[config.mk]
export PLATFORM = sky130hd
export DESIGN_NAME = sysref_lock_ctrl
export DESIGN_NICKNAME = d
export VERILOG_FILES = /design/src/rtl/sysref_lock_ctrl.sv
export SDC_FILE = /design/constraint.sdc
export NUM_CORES = 1
export LEC_CHECK = 0
export ABC_CLOCK_PERIOD_IN_PS = 4300
export CAP_MARGIN = 40
export CORE_ASPECT_RATIO = 2
export CORE_MARGIN = 3
export CORE_UTILIZATION = 35
export CTS_CLUSTER_SIZE = 14
export DETAILED_ROUTE_END_ITERATION = 10
export HOLD_SLACK_MARGIN = 0.1
export SYNTH_ARGS = -nofsm -noshare
export SYNTH_HDL_FRONTEND = slang
export SYNTH_SLANG_ARGS = --single-unit
[constraint.sdc]
create_clock -name pl_clk -period 4.3 [get_ports pl_clk]
set_input_delay 0.43 -clock pl_clk [delete_from_list [all_inputs] [get_ports pl_clk]]
set_output_delay 0.43 -clock pl_clk [all_outputs]
set_load 0.005 [all_outputs]
[src/rtl/sysref_lock_ctrl.sv]
// sysref_lock_ctrl: supervises the PL-captured SYSREF on pl_clk.
// It measures the SYSREF period, declares lock after LOCK_COUNT consecutive
// in-tolerance periods, and issues one SYSREF-aligned sync_pulse per request.
//
// Optional build macro: SYSREF_WATCHDOG_EN. When it is defined, a missing
// SYSREF while LOCKED is flagged on err_lost as soon as cnt reaches
// exp_period+TOL+1. When it is undefined, err_lost is tied to 0.
//
// Ports:
//   pl_clk      PL clock (same clock as the SYSREF capture flop)
//   pl_rst      synchronous, active-high reset
//   sysref_adc  SYSREF, already registered on pl_clk
//   exp_period  expected SYSREF period in pl_clk cycles, sampled on arm
//   arm         one-cycle pulse that starts acquisition
//   disarm      one-cycle pulse that returns to IDLE
//   sync_req    one-cycle pulse that requests one aligned sync_pulse
//   locked      high in LOCKED only
//   sync_pulse  one-cycle strobe in the cycle after a serviced SYSREF edge
//   period_meas last measured period
//   edge_count  SYSREF rising edges seen since arm (wraps)
//   err_period  sticky: period mismatch while LOCKED
//   err_lost    sticky: SYSREF missing while LOCKED (watchdog build only)
module sysref_lock_ctrl #(
   parameter int unsigned PERIOD_W   = 16,
   parameter int unsigned LOCK_COUNT = 4,
   parameter int unsigned TOL        = 1
) (
   input  logic                pl_clk,
   input  logic                pl_rst,
   input  logic                sysref_adc,
   input  logic [PERIOD_W-1:0] exp_period,
   input  logic                arm,
   input  logic                disarm,
   input  logic                sync_req,
   output logic                locked,
   output logic                sync_pulse,
   output logic [PERIOD_W-1:0] period_meas,
   output logic [15:0]         edge_count,
   output logic                err_period,
   output logic                err_lost
);

   localparam int unsigned         MC_W    = 4;
   localparam logic [PERIOD_W-1:0] CNT_MAX = '1;
   localparam logic [PERIOD_W-1:0] TOL_V   = PERIOD_W'(TOL);
   localparam logic [MC_W-1:0]     LOCK_V  = MC_W'(LOCK_COUNT);

   typedef enum logic [1:0] {
      ST_IDLE    = 2'd0,
      ST_ACQUIRE = 2'd1,
      ST_LOCKED  = 2'd2,
      ST_ERROR   = 2'd3
   } state_t;

   state_t state;
   state_t state_nxt;

   logic                sr_d;
   logic [PERIOD_W-1:0] cnt;
   logic [PERIOD_W-1:0] exp_q;
   logic [MC_W-1:0]     match_cnt;
   logic                first;
   logic                pend;

   logic                sr_edge;
   logic [PERIOD_W-1:0] diff;
   logic                in_tol;
   logic                arm_go;
   logic                wd_trip;
   logic                service;

   logic [PERIOD_W-1:0] cnt_nxt;
   logic [PERIOD_W-1:0] exp_nxt;
   logic [MC_W-1:0]     match_cnt_nxt;
   logic                first_nxt;
   logic                pend_nxt;
   logic                sync_pulse_nxt;
   logic                err_period_nxt;
   logic [PERIOD_W-1:0] period_meas_nxt;
   logic [15:0]         edge_count_nxt;

   // Rising edge of the captured SYSREF and the tolerance check on the measurement
   assign sr_edge = sysref_adc & ~sr_d;
   assign diff    = (cnt >= exp_q) ? (cnt - exp_q) : (exp_q - cnt);
   assign in_tol  = (cnt != CNT_MAX) && (diff <= TOL_V);

   // Arm is only honoured from IDLE/ERROR, with a usable period, and loses to disarm
   assign arm_go = arm && !disarm && (exp_period >= PERIOD_W'(2)) &&
                   ((state == ST_IDLE) || (state == ST_ERROR));

`ifdef SYSREF_WATCHDOG_EN
   localparam int unsigned WD_W = PERIOD_W + 2;
   logic [WD_W-1:0] wd_limit;
   logic            err_lost_nxt;

   // Extra bits so exp_period+TOL+1 cannot wrap
   assign wd_limit = WD_W'(exp_q) + WD_W'(TOL) + WD_W'(1);
   assign wd_trip  = (state == ST_LOCKED) && !sr_edge && (WD_W'(cnt) >= wd_limit);
`else
   assign wd_trip  = 1'b0;
   assign err_lost = 1'b0;
`endif

   // A request is serviced on an in-tolerance edge that keeps us LOCKED
   assign service = (state == ST_LOCKED) && (state_nxt == ST_LOCKED) && sr_edge && pend;

   // State register
   always_ff @(posedge pl_clk) begin
      if (pl_rst) begin
         state <= ST_IDLE;
      end else begin
         state <= state_nxt;
      end
   end

   // Next-state logic; disarm overrides everything
   always_comb begin
      state_nxt = state;
      if (disarm) begin
         state_nxt = ST_IDLE;
      end else begin
         case (state)
            ST_IDLE: begin
               if (arm_go) state_nxt = ST_ACQUIRE;
            end
            ST_ACQUIRE: begin
               if (sr_edge && !first && in_tol && ((match_cnt + MC_W'(1)) == LOCK_V))
                  state_nxt = ST_LOCKED;
            end
            ST_LOCKED: begin
               if ((sr_edge && !in_tol) || wd_trip) state_nxt = ST_ERROR;
            end
            ST_ERROR: begin
               if (arm_go) state_nxt = ST_ACQUIRE;
            end
            default: state_nxt = ST_IDLE;
         endcase
      end
   end

   // Output / datapath next values
   always_comb begin
      cnt_nxt         = sr_edge ? PERIOD_W'(1) :
                        ((cnt == CNT_MAX) ? cnt : (cnt + PERIOD_W'(1)));
      exp_nxt         = exp_q;
      match_cnt_nxt   = match_cnt;
      first_nxt       = first;
      pend_nxt        = pend;
      sync_pulse_nxt  = 1'b0;
      err_period_nxt  = err_period;
      period_meas_nxt = period_meas;
      edge_count_nxt  = edge_count;
`ifdef SYSREF_WATCHDOG_EN
      err_lost_nxt    = err_lost;
`endif

      if (sr_edge && (state != ST_IDLE)) begin
         period_meas_nxt = cnt;
         edge_count_nxt  = edge_count + 16'd1;
      end

      if (arm_go) begin
         exp_nxt        = exp_period;
         match_cnt_nxt  = '0;
         first_nxt      = 1'b1;
         edge_count_nxt = '0;
         err_period_nxt = 1'b0;
`ifdef SYSREF_WATCHDOG_EN
         err_lost_nxt   = 1'b0;
`endif
      end

      // First edge after arm only starts timing
      if ((state == ST_ACQUIRE) && sr_edge) begin
         if (first) begin
            first_nxt = 1'b0;
         end else if (in_tol) begin
            match_cnt_nxt = match_cnt + MC_W'(1);
         end else begin
            match_cnt_nxt = '0;
         end
      end

      if ((state == ST_LOCKED) && !disarm && sr_edge && !in_tol) err_period_nxt = 1'b1;
`ifdef SYSREF_WATCHDOG_EN
      if (!disarm && wd_trip) err_lost_nxt = 1'b1;
`endif

      // A request arriving with a serviced edge is kept for the next edge
      if (disarm || ((state == ST_LOCKED) && (state_nxt != ST_LOCKED))) begin
         pend_nxt = 1'b0;
      end else if (service) begin
         pend_nxt       = sync_req;
         sync_pulse_nxt = 1'b1;
      end else if (sync_req) begin
         pend_nxt = 1'b1;
      end
   end

   // Datapath and output registers
   always_ff @(posedge pl_clk) begin
      if (pl_rst) begin
         sr_d        <= 1'b0;
         cnt         <= '0;
         exp_q       <= '0;
         match_cnt   <= '0;
         first       <= 1'b0;
         pend        <= 1'b0;
         locked      <= 1'b0;
         sync_pulse  <= 1'b0;
         period_meas <= '0;
         edge_count  <= '0;
         err_period  <= 1'b0;
`ifdef SYSREF_WATCHDOG_EN
         err_lost    <= 1'b0;
`endif
      end else begin
         sr_d        <= sysref_adc;
         cnt         <= cnt_nxt;
         exp_q       <= exp_nxt;
         match_cnt   <= match_cnt_nxt;
         first       <= first_nxt;
         pend        <= pend_nxt;
         locked      <= (state_nxt == ST_LOCKED);
         sync_pulse  <= sync_pulse_nxt;
         period_meas <= period_meas_nxt;
         edge_count  <= edge_count_nxt;
         err_period  <= err_period_nxt;
`ifdef SYSREF_WATCHDOG_EN
         err_lost    <= err_lost_nxt;
`endif
      end
   end

endmodule

; Word level (Yosys, flattened, before mapping)
; Cells that the tools add are included.
[word_totals]
register_bits = 76
input_bits = 22
word_cells = 82
out_inout_bits = 36
[op_classes]
mux = 20
reduce_logical = 30
n_addsub = 5
n_lt_le_gt_ge = 3
bitwise = 2
eq_ne = 9
[op_table]
columns = cell, n
row1 = adder 16 x 1 -> 16 bit (second input constant), 2
row2 = subtractor 16 bit, 2
row3 = logical AND 1 bit, 17
row4 = == test 16 bit (second input constant), 1
row5 = >= comparator 16 bit, 1
row6 = >= comparator 16 x 2 -> 1 bit (second input constant), 1
row7 = less-or-equal comparator 16 x 1 -> 1 bit (second input constant), 1
row8 = 2-to-1 mux 16 bit, 1
row9 = 2-to-1 mux 4 bit, 4
row10 = inequality test 16 bit (second input constant), 1
row11 = 2-to-1 mux 1 bit, 10
row12 = 2-to-1 mux 2 bit, 4
row13 = OR reduction 2 bit, 4
row14 = == test 2 bit (second input constant), 3
row15 = one-hot mux 2 bit (3 select lines), 1
row16 = nonzero test 2 bit, 3
row17 = adder 4 x 1 -> 4 bit (second input constant), 1
row18 = == test 4 x 3 -> 1 bit (second input constant), 1
row19 = inequality test 2 bit (second input constant), 2
row20 = logical NOT 1 bit, 3
row21 = == test 2 x 1 -> 1 bit (second input constant), 1
row22 = logical NOT 2 bit, 1
row23 = logical OR 1 bit, 2
row24 = AND 1 bit, 1
row25 = NOT 1 bit, 1

; Logic depth before layout (Yosys ltp)
; Gate-level depths: netlist of run 1.
[depth]
ltp_word = 14
ltp_mapped = 14
depth_no_buf = 14

; Least setup slack after synthesis of run 1
; Ideal clock, no wire load.
[synth_timing]
path_type = register to register
start = register cnt[0]
end = register pend
required_ns = 4.200
setup_ns = 0.100
path_buffers = 0
synth_period_minus_slack_ns = 3.849
arrival_time_ns = 3.750
slack_ns = 0.451
stages_incl_launch_ff = 15
cell_sequence = dfxtp_1 -> inv_1 -> ha_1 -> fa_1 -> nor2b_1 -> o21ai_2 -> a21oi_1 -> nor2_1 -> xnor2_1 -> or4_1 -> or4_4 -> a2111oi_4 -> nand2_1 -> a21bo_2 -> a2111oi_4
[synth_via]
elab_chain_cells = 14
word_cells_on_any_way = 25
classes_between = add/sub: 2 / order compare: 2 / eq/ne: 3 / mux: 6 / reduce/logical: 12
[synth_lines]
columns = element, line
row1 = "start, declared", 59  ; logic [PERIOD_W-1:0] cnt;
row2 = "start signal, assigned", 219  ; cnt <= cnt_nxt;
row3 = subtractor 16 bit or >= comparator 16 bit (tied branches), 84  ; assign diff = (cnt >= exp_q) ? (cnt - exp_q) : (exp_q - cnt);
row4 = 2-to-1 mux 16 bit, 84
row5 = less-or-equal comparator 16 x 1 -> 1 bit, 85  ; assign in_tol = (cnt != CNT_MAX) && (diff <= TOL_V);
row6 = logical AND 1 bit (*), 85
row7 = logical NOT 1 bit or logical AND 1 bit (tied branches), "131, 127"
row8 = "logical AND 1 bit, on equally long branches", "131, 127"
row9 = "2-to-1 mux 2 bit, on equally long branches", "131, 127"
row10 = one-hot mux 2 bit (3 select lines) (*), 122  ; case (state)
row11 = 2-to-1 mux 2 bit (*), 119  ; if (disarm) begin
row12 = == test 2 bit, 105  ; assign service = (state == ST_LOCKED) && (state_nxt == ST_LOCKED) && sr_edge && pend;
row13 = logical AND 1 bit (3 in a row), 105
row14 = 2-to-1 mux 1 bit or nonzero test 2 bit (tied branches), n/a
row15 = "end signal, assigned", 223  ; pend <= pend_nxt;
row16 = "end, declared", 63  ; logic pend;
; Mark *: on every way between the ends. The rest lies on a longest branch, timed or not.
; A chain may end at the register's enable or synchronous reset.

; Final worst setup path of run 1
[layout_timing]
start = register cnt[11]
end = register pend
; The elaborated chain is that of the path after synthesis.

==> impl_metrics.tcl, run 1 <==
set metrics [dict create \
    p_clk_frac 0.437 \
    power_leakage_nw 2.288 \
    finalHoldViolCount 0 \
    clock_sinks 76 \
    ys_seq_area_frac 0.3100 \
    drt_iter0_markers 233 \
    power-per-cell-area_nw_per_um2 328.8 \
    io-pin-count 58 \
    clock_skew_ns 0.007087 \
    synth_edf_count 0 \
    netlist_area_sq_um 4908 \
    synthAdderAreaFrac 0.1025 \
    yosys_most_used_dff "dfxtp_1" \
    dieArea_sq_um 15570 \
    routedWlPerCell_microns 16.73 \
    swShare 0.2663 \
    synth_simple_gate_area_frac 0.2432 \
    synth_xor_xnor_area_share 0.07316 \
    start_util 0.3612 \
    fillerInstances 1366 \
    p_comb_frac 0.198 \
    min_period_over_period 0.9569 \
    cts_tree "done" \
    fin_cells 889 \
    num_antenna_cells 0 \
    critPathKind "flip-flop to flip-flop" \
    status "finished, final reports clean" \
    p_seq_frac 0.366 \
    synth_compound_area_frac 0.2044 \
    drive_above_1_share 0.07255 \
    synth_nets 704 \
    slew-limit-headroom 0.4620 \
    fin_util 0.4459 \
    die_x_microns 89.74 \
    grt_pass1_vias 4890 \
    fmax_ghz 0.2430 \
    muxShareOfSynthArea 0.002294 \
    place_congestion 0.9458 \
    required_ns 4.53 \
    async_reset_ff_frac 0 \
    place_inst 873 \
    rows 60 \
    core-area_sq_um 13590 \
    critPathTopFamily "compound AO/OA/AOI/OAI gates" \
    setup_violations 0 \
    insertion_delay_ns 0.33 \
    avgViaCountPerCell 5.321 \
    drt-pass1-iter-count 5 \
    cts-root-buf "clkbuf_16" \
    clk_pin_slew_ns 0.06 \
    clock_path_buffers 2 \
    via_count 4730 \
    syn_area_per_cell_sq_um 7.634 \
    htree_levels 3 \
    die_h_microns 173.5 \
    period_minus_slack_ns 4.114 \
    final.setup.tns_ns 0 \
    antenna_found_initial 0 \
    hp-class "flip-flop to flip-flop" \
    p_int_mw 1.462 \
    ant_nets 0 \
    slowest_stage "dfxtp_1" \
    gr-total-overflow 0 \
    post-dp-hpwl_mm 12.00 \
    rsz0062_at_grt "no" \
    port_buffers 56 \
    synth_cells 643 \
    finalPower_mw 1.992 \
    slew_viol_final 0 \
    grt_max_degree 25 \
    grt_pass1_wl_mm 23.99 \
    net-switching-power_mw 0.5306 \
    end_kind "flip-flop" \
    drc_errors 0 \
    crit_path_start_kind "flip-flop" \
    cp_max_fo 7 \
    ys_ff_latch 76 \
    crit_path_cell_trace "inv_1, ha_1, a21oi_1, o21ai_0, o21ai_0, a31oi_1, or2_2, o311ai_0, a21oi_1, a2111oi_4, nand2_1, a21bo_2, a2111oi_4" \
    peakVddDrop_v 0.0002997 \
    cts_inserted_buffers 9 \
    tightest_slew_ns 0.8045 \
    grt_usage 0.1897 \
    synth_top_family_by_area "simple AND/OR/NAND/NOR gates" \
    yosysUniqueCellTypes 64 \
    worstPathArrival_ns 4.35 \
    drt-total-wl_mm 14.87 \
    finalNetCount 759 \
    yosys_warnings 0 \
    drv_cap 0 \
    area_growth_pct 23.45 \
    critPathBufInv 1 \
    critPathMaxStageDelay_ns 0.41 \
]
-- sequential cells by signal, summed over array words and instances (netlist names), 2 cells and up --
register,cells
state,2
match_cnt,4
edge_count,16
period_meas,16
cnt,16
exp_q,16
-- final cells by class --
cell class	count	area, sq um	share of cell area
multi-input combinational	493	3095	0.5108
sequential	76	1521	0.2511
timing repair buffer	73	690.7	0.1140
clock buffer	10	239.0	0.03944
tap	186	232.7	0.03841
inverter	45	168.9	0.02788
clock inverter	6	111.4	0.01838
-- stage by stage --
| step | hold slack, ns | setup WS [ns] | area (sq um) |
|---|---|---|---|
| 6_report | 0.4540 | 0.1855 | 6060 |
| 5_1_grt | 0.4777 | 0.001581 | 6060 |
| 4_1_cts | 0.4587 | 0.1204 | 6038 |
| 3_5_place_dp | 0.4504 | 0.1335 | 5688 |
| 3_3_place_gp | 0.4435 | 0.2361 | 5678 |
| 2_1_floorplan | 0.4296 | 0.4506 | 4908 |
-- logic make-up (layout without fill, tap and decap cells) --
family / Yosys count / after routing
xor gates and xnor gates: 41 / 41
and+or+nand+nor: 256 / 256
AOI/OAI and AO/OA: 155 / 155
adders and majority gates: 39 / 39
other: 1 / 1
muxes: 1 / 1
DFF: 76 / 76
buffers and inverters: 74 / 134
-- timing repair --
| action | in CTS | in global routing |
|---|---|---|
| endpoints found under the setup margin | 0 | 3 |
| setup buffers | 0 | 0 |
| hold buffers | 0 | 0 |
| gates resized for setup | 0 | 5 |
-- final timing paths --
kind / cells after the start / startpoint / slack [ns] / to
worst max-delay path: 13 / cnt[11] / 0.19 / pend
worst min-delay path: 2 / period_meas[10] / 0.45 / period_meas[10]
worst max register to register: 13 / cnt[11] / 0.19 / pend
worst min register to register: 2 / period_meas[10] / 0.45 / period_meas[10]
-- cells in the final DEF (no fill, tap or decap), types with 4 or more instances in the layout --
cell type        instances
nor2_1                  55
nand2b_1                 9
nand3b_1                 4
ha_1                    37
xor2_1                  16
clkdlybuf4s50_1         56
a211oi_1                 7
inv_1                   44
xnor2_1                 25
nor2b_1                  4
nand4_1                 16
a21o_1                   5
o21a_1                   7
o21ai_0                 24
and3_1                   7
buf_4                   16
or4_1                    4
a31oi_1                  5
dfxtp_1                 76
nor4_1                   7
nor3_1                   9
clkbuf_16                9
a21oi_1                 67
nand2_1                104
nand3_1                 22
-- worst reg2reg max path, cell delays in order (launching register included) --
cell and delay, ns:
dfxtp_1 0.41, inv_1 0.13, ha_1 0.42, a21oi_1 0.40, o21ai_0 0.26, o21ai_0 0.23, a31oi_1 0.13, or2_2 0.37
o311ai_0 0.40, a21oi_1 0.19, a2111oi_4 0.38, nand2_1 0.14, a21bo_2 0.25, a2111oi_4 0.33
-- layer usage --
metal | routed length, microns | track usage | part of all wire
met1 | 5380 | 0.1803 | 0.36
met2 | 8254 | 0.3711 | 0.55
met3 | 408 | 0.02259 | 0.027
met4 | 829 | 0.1273 | 0.056
met5 | 0 | 0 | 0
-- synthesized netlist by cell type, drive strengths merged (9+ instances only) --
master  number  area, sq um
dfxtp       76         1521
clkbuf      18        67.56
nor3         9        45.04
buf         11        76.32
ha          37        462.9
nand4       16        100.1
nand2      104        390.4
nor2        56        212.7
xor2        16        140.1
o21ai       26        133.9
xnor2       25        219.0
nand3       22        110.1
inv         44        165.2
a21oi       70        361.6
nand2b       9        56.30
-- power groups by stage --
stage          Combinational, mW  Sequential [mW]  Clock (mW)
2_1_floorplan              0.269            0.741           0
3_3_place_gp               0.382            0.744           0
3_5_place_dp               0.384            0.744           0
4_1_cts                    0.386            0.729       0.886
5_1_grt                    0.432            0.730       0.913
6_report                   0.394            0.729       0.870
No activity file was read; power rests on OpenSTA's default activity.
==> inputs of run 2 (changes only) <==
--- a/config.mk
+++ b/config.mk
@@ -5,13 +5,13 @@
 export SDC_FILE = /design/constraint.sdc
 export NUM_CORES = 1
 export LEC_CHECK = 0
-export ABC_CLOCK_PERIOD_IN_PS = 4300
-export CAP_MARGIN = 40
+export CAP_MARGIN = 30
 export CORE_ASPECT_RATIO = 2
 export CORE_MARGIN = 3
 export CORE_UTILIZATION = 35
 export CTS_CLUSTER_SIZE = 14
 export DETAILED_ROUTE_END_ITERATION = 10
+export DONT_BUFFER_PORTS = 1
 export HOLD_SLACK_MARGIN = 0.1
 export SYNTH_ARGS = -nofsm -noshare
 export SYNTH_HDL_FRONTEND = slang
==> run 2 against run 1 <==
Clock skew increased by 0.00074 ns. Critical endpoint unchanged. Wire length decreased by 0.71%. Largest cell class unchanged. Die area unchanged. Final cell count decreased by 6.2%. Critical path type unchanged. Sequential cell count unchanged. Utilization decreased by 4.4 points. Register-to-register slack about the same.
==> impl_metrics.tcl, run 2 (synthesis gave the netlist of run 1 again) <==
set metrics [dict create \
    status "finished, final reports clean" \
    grt_usage 0.1863 \
    drt-pass1-iter-count 4 \
    grt_pass1_wl_mm 23.46 \
    area_growth_pct 11.39 \
    finalPower_mw 1.890 \
    rrSetupSlack_ns 0.20 \
    ant_nets 0 \
    routedWlPerCell_microns 17.71 \
    drt_iter0_markers 223 \
    place_inst 817 \
    min-delay-start "disarm" \
    num_antenna_cells 0 \
    hold_path_depth 1 \
    hp-class "input port to flip-flop" \
    via_count 4594 \
    holdPathEnd "pend" \
    peakVddDrop_v 0.0002325 \
    r2r-start "cnt[7]" \
    worstPathArrival_ns 4.34 \
    clock_path_buffers 2 \
    power_leakage_nw 2.079 \
    rr_worst_depth 13 \
    insertion_delay_ns 0.33 \
    stdcell_area_sq_um 5468 \
    dp_worst_setup_slack_ns 0.09637 \
    crit_path_start_kind "flip-flop" \
    avgViaCountPerCell 5.508 \
    fmax_ghz 0.2439 \
    die_x_microns 89.74 \
    power-per-cell-area_nw_per_um2 345.6 \
    start_util 0.3612 \
    layout.cells.most_common "nand2_1" \
    slew_viol_final 0 \
    drv_cap 0 \
    setup_violations 0 \
    critPathKind "flip-flop to flip-flop" \
    port_buffers 0 \
    core-area_sq_um 13590 \
    finalNetCount 704 \
    antenna_found_initial 0 \
    clock_sinks 76 \
    die_h_microns 173.5 \
    tightest_slew_ns 1.033 \
    post-dp-hpwl_mm 11.80 \
    fillerInstances 1422 \
    place_congestion 0.9056 \
    final.setup.tns_ns 0 \
    cts_tree "done" \
    clock_skew_ns 0.007830 \
    drt-total-wl_mm 14.77 \
    finalHoldViolCount 0 \
    cts-root-buf "clkbuf_16" \
    dieArea_sq_um 15570 \
    fin_cells 834 \
    drive_above_1_share 0.07870 \
    gr-total-overflow 0 \
    io-pin-count 58 \
    r2r_end "pend" \
    slew-limit-headroom 0.3048 \
    rows 60 \
    min_period_over_period 0.9536 \
    cts-hold-fix-buffers 0 \
    setup_slack_ns 0.1996 \
    clk_pin_slew_ns 0.06 \
    placed_cell_area_sq_um 5125 \
    rsz0062_at_grt "no" \
    htree_levels 3 \
    cts_inserted_buffers 9 \
    grt_max_degree 46 \
    cp_max_fo 7 \
    final_cell_mix "104 x nand2_1, 75 x dfxtp_1, 66 x a21oi_1" \
    end_kind "flip-flop" \
    required_ns 4.54 \
    drc_errors 0 \
    cp-startpoint "cnt[7]" \
    period_minus_slack_ns 4.100 \
    multi_input_area_sq_um 3092 \
    grt_pass1_vias 4625 \
    sequential_cell_area_sq_um 1523 \
]
==> run 2: cell types whose count changed in the layout (fill, tap and decap cells not counted), sizes merged <==
cell           change
clkdlybuf4s18      -1
clkinv             +1
inv                +1
clkdlybuf4s50     -56
bufinv             -1
buf                +2
clkinvlp           -1
==> run 2: metrics by stage <==
| step | utilization | hold WS [ns] |
|---|---|---|
| 2_1_floorplan | - | 0.4296 |
| 3_3_place_gp | 0.3772 | 0.4402 |
| 3_5_place_dp | 0.3772 | 0.4453 |
| 4_1_cts | 0.4005 | 0.1437 |
| 5_1_grt | 0.4024 | 0.1448 |
| 6_report | 0.4024 | 0.1541 |
==> run 2: cell type report <==
| type | count | share of cell area |
|---|---|---|
| clock inverters | 6 | 0.01602 |
| flip-flops and latches | 76 | 0.2785 |
| multi-input cells | 493 | 0.5654 |
| repair buffers | 18 | 0.02471 |
| inverters | 45 | 0.03089 |
| clock buffers | 10 | 0.04188 |
| well taps | 186 | 0.04256 |
==> run 2: what timing repair did <==
item,in CTS,in global routing
endpoints found under the setup margin,0,4
setup buffers,0,1
gates resized for setup,0,5
==> run 2: worst max path at each step <==
| stage | end | depth (start not counted) |
|---|---|---|
| 2_1_floorplan | pend | 14 |
| 3_3_place_gp | pend | 14 |
| 3_5_place_dp | pend | 14 |
| 4_1_cts | pend | 14 |
| 5_1_grt | pend | 13 |
| 6_report | pend | 13 |
==> run 2: critical path: stages (launching register included) <==
cell and delay (ns):
dfxtp_1 0.41, inv_1 0.11, ha_1 0.41, buf_4 0.20, a21oi_1 0.36, o21ai_0 0.16
a2111oi_0 0.45, nand3_1 0.20, nor4_1 0.26, nand4_1 0.20, a2111oi_4 0.52, nand2_1 0.15
a21bo_2 0.26, a2111oi_4 0.32
==> run 2: routing by layer <==
layer	vias up	part of all wire	GRT usage	wire, microns
met5	-	0	0	0
met4	0	0.039	0.1068	578
met3	36	0.038	0.03519	567
met2	107	0.56	0.3654	8274
met1	2223	0.36	0.1757	5346
li1	2228	-	-	-
==> run 2: power by group <==
| group | internal (mW) | total [mW] | switching (mW) |
|---|---|---|---|
| Clock | 0.509 | 0.803 | 0.294 |
| Sequential | 0.717 | 0.728 | 0.0110 |
| Combinational | 0.145 | 0.359 | 0.214 |
| Total | 1.37 | 1.89 | 0.519 |
==> inputs of run 3 (changes only) <==
--- a/config.mk
+++ b/config.mk
@@ -16,3 +16,4 @@
 export SYNTH_ARGS = -nofsm -noshare
 export SYNTH_HDL_FRONTEND = slang
 export SYNTH_SLANG_ARGS = --single-unit
+export TNS_END_PERCENT = 100
==> results of run 3 <==
Final layout, timing and power as in run 2 (identical DEF).
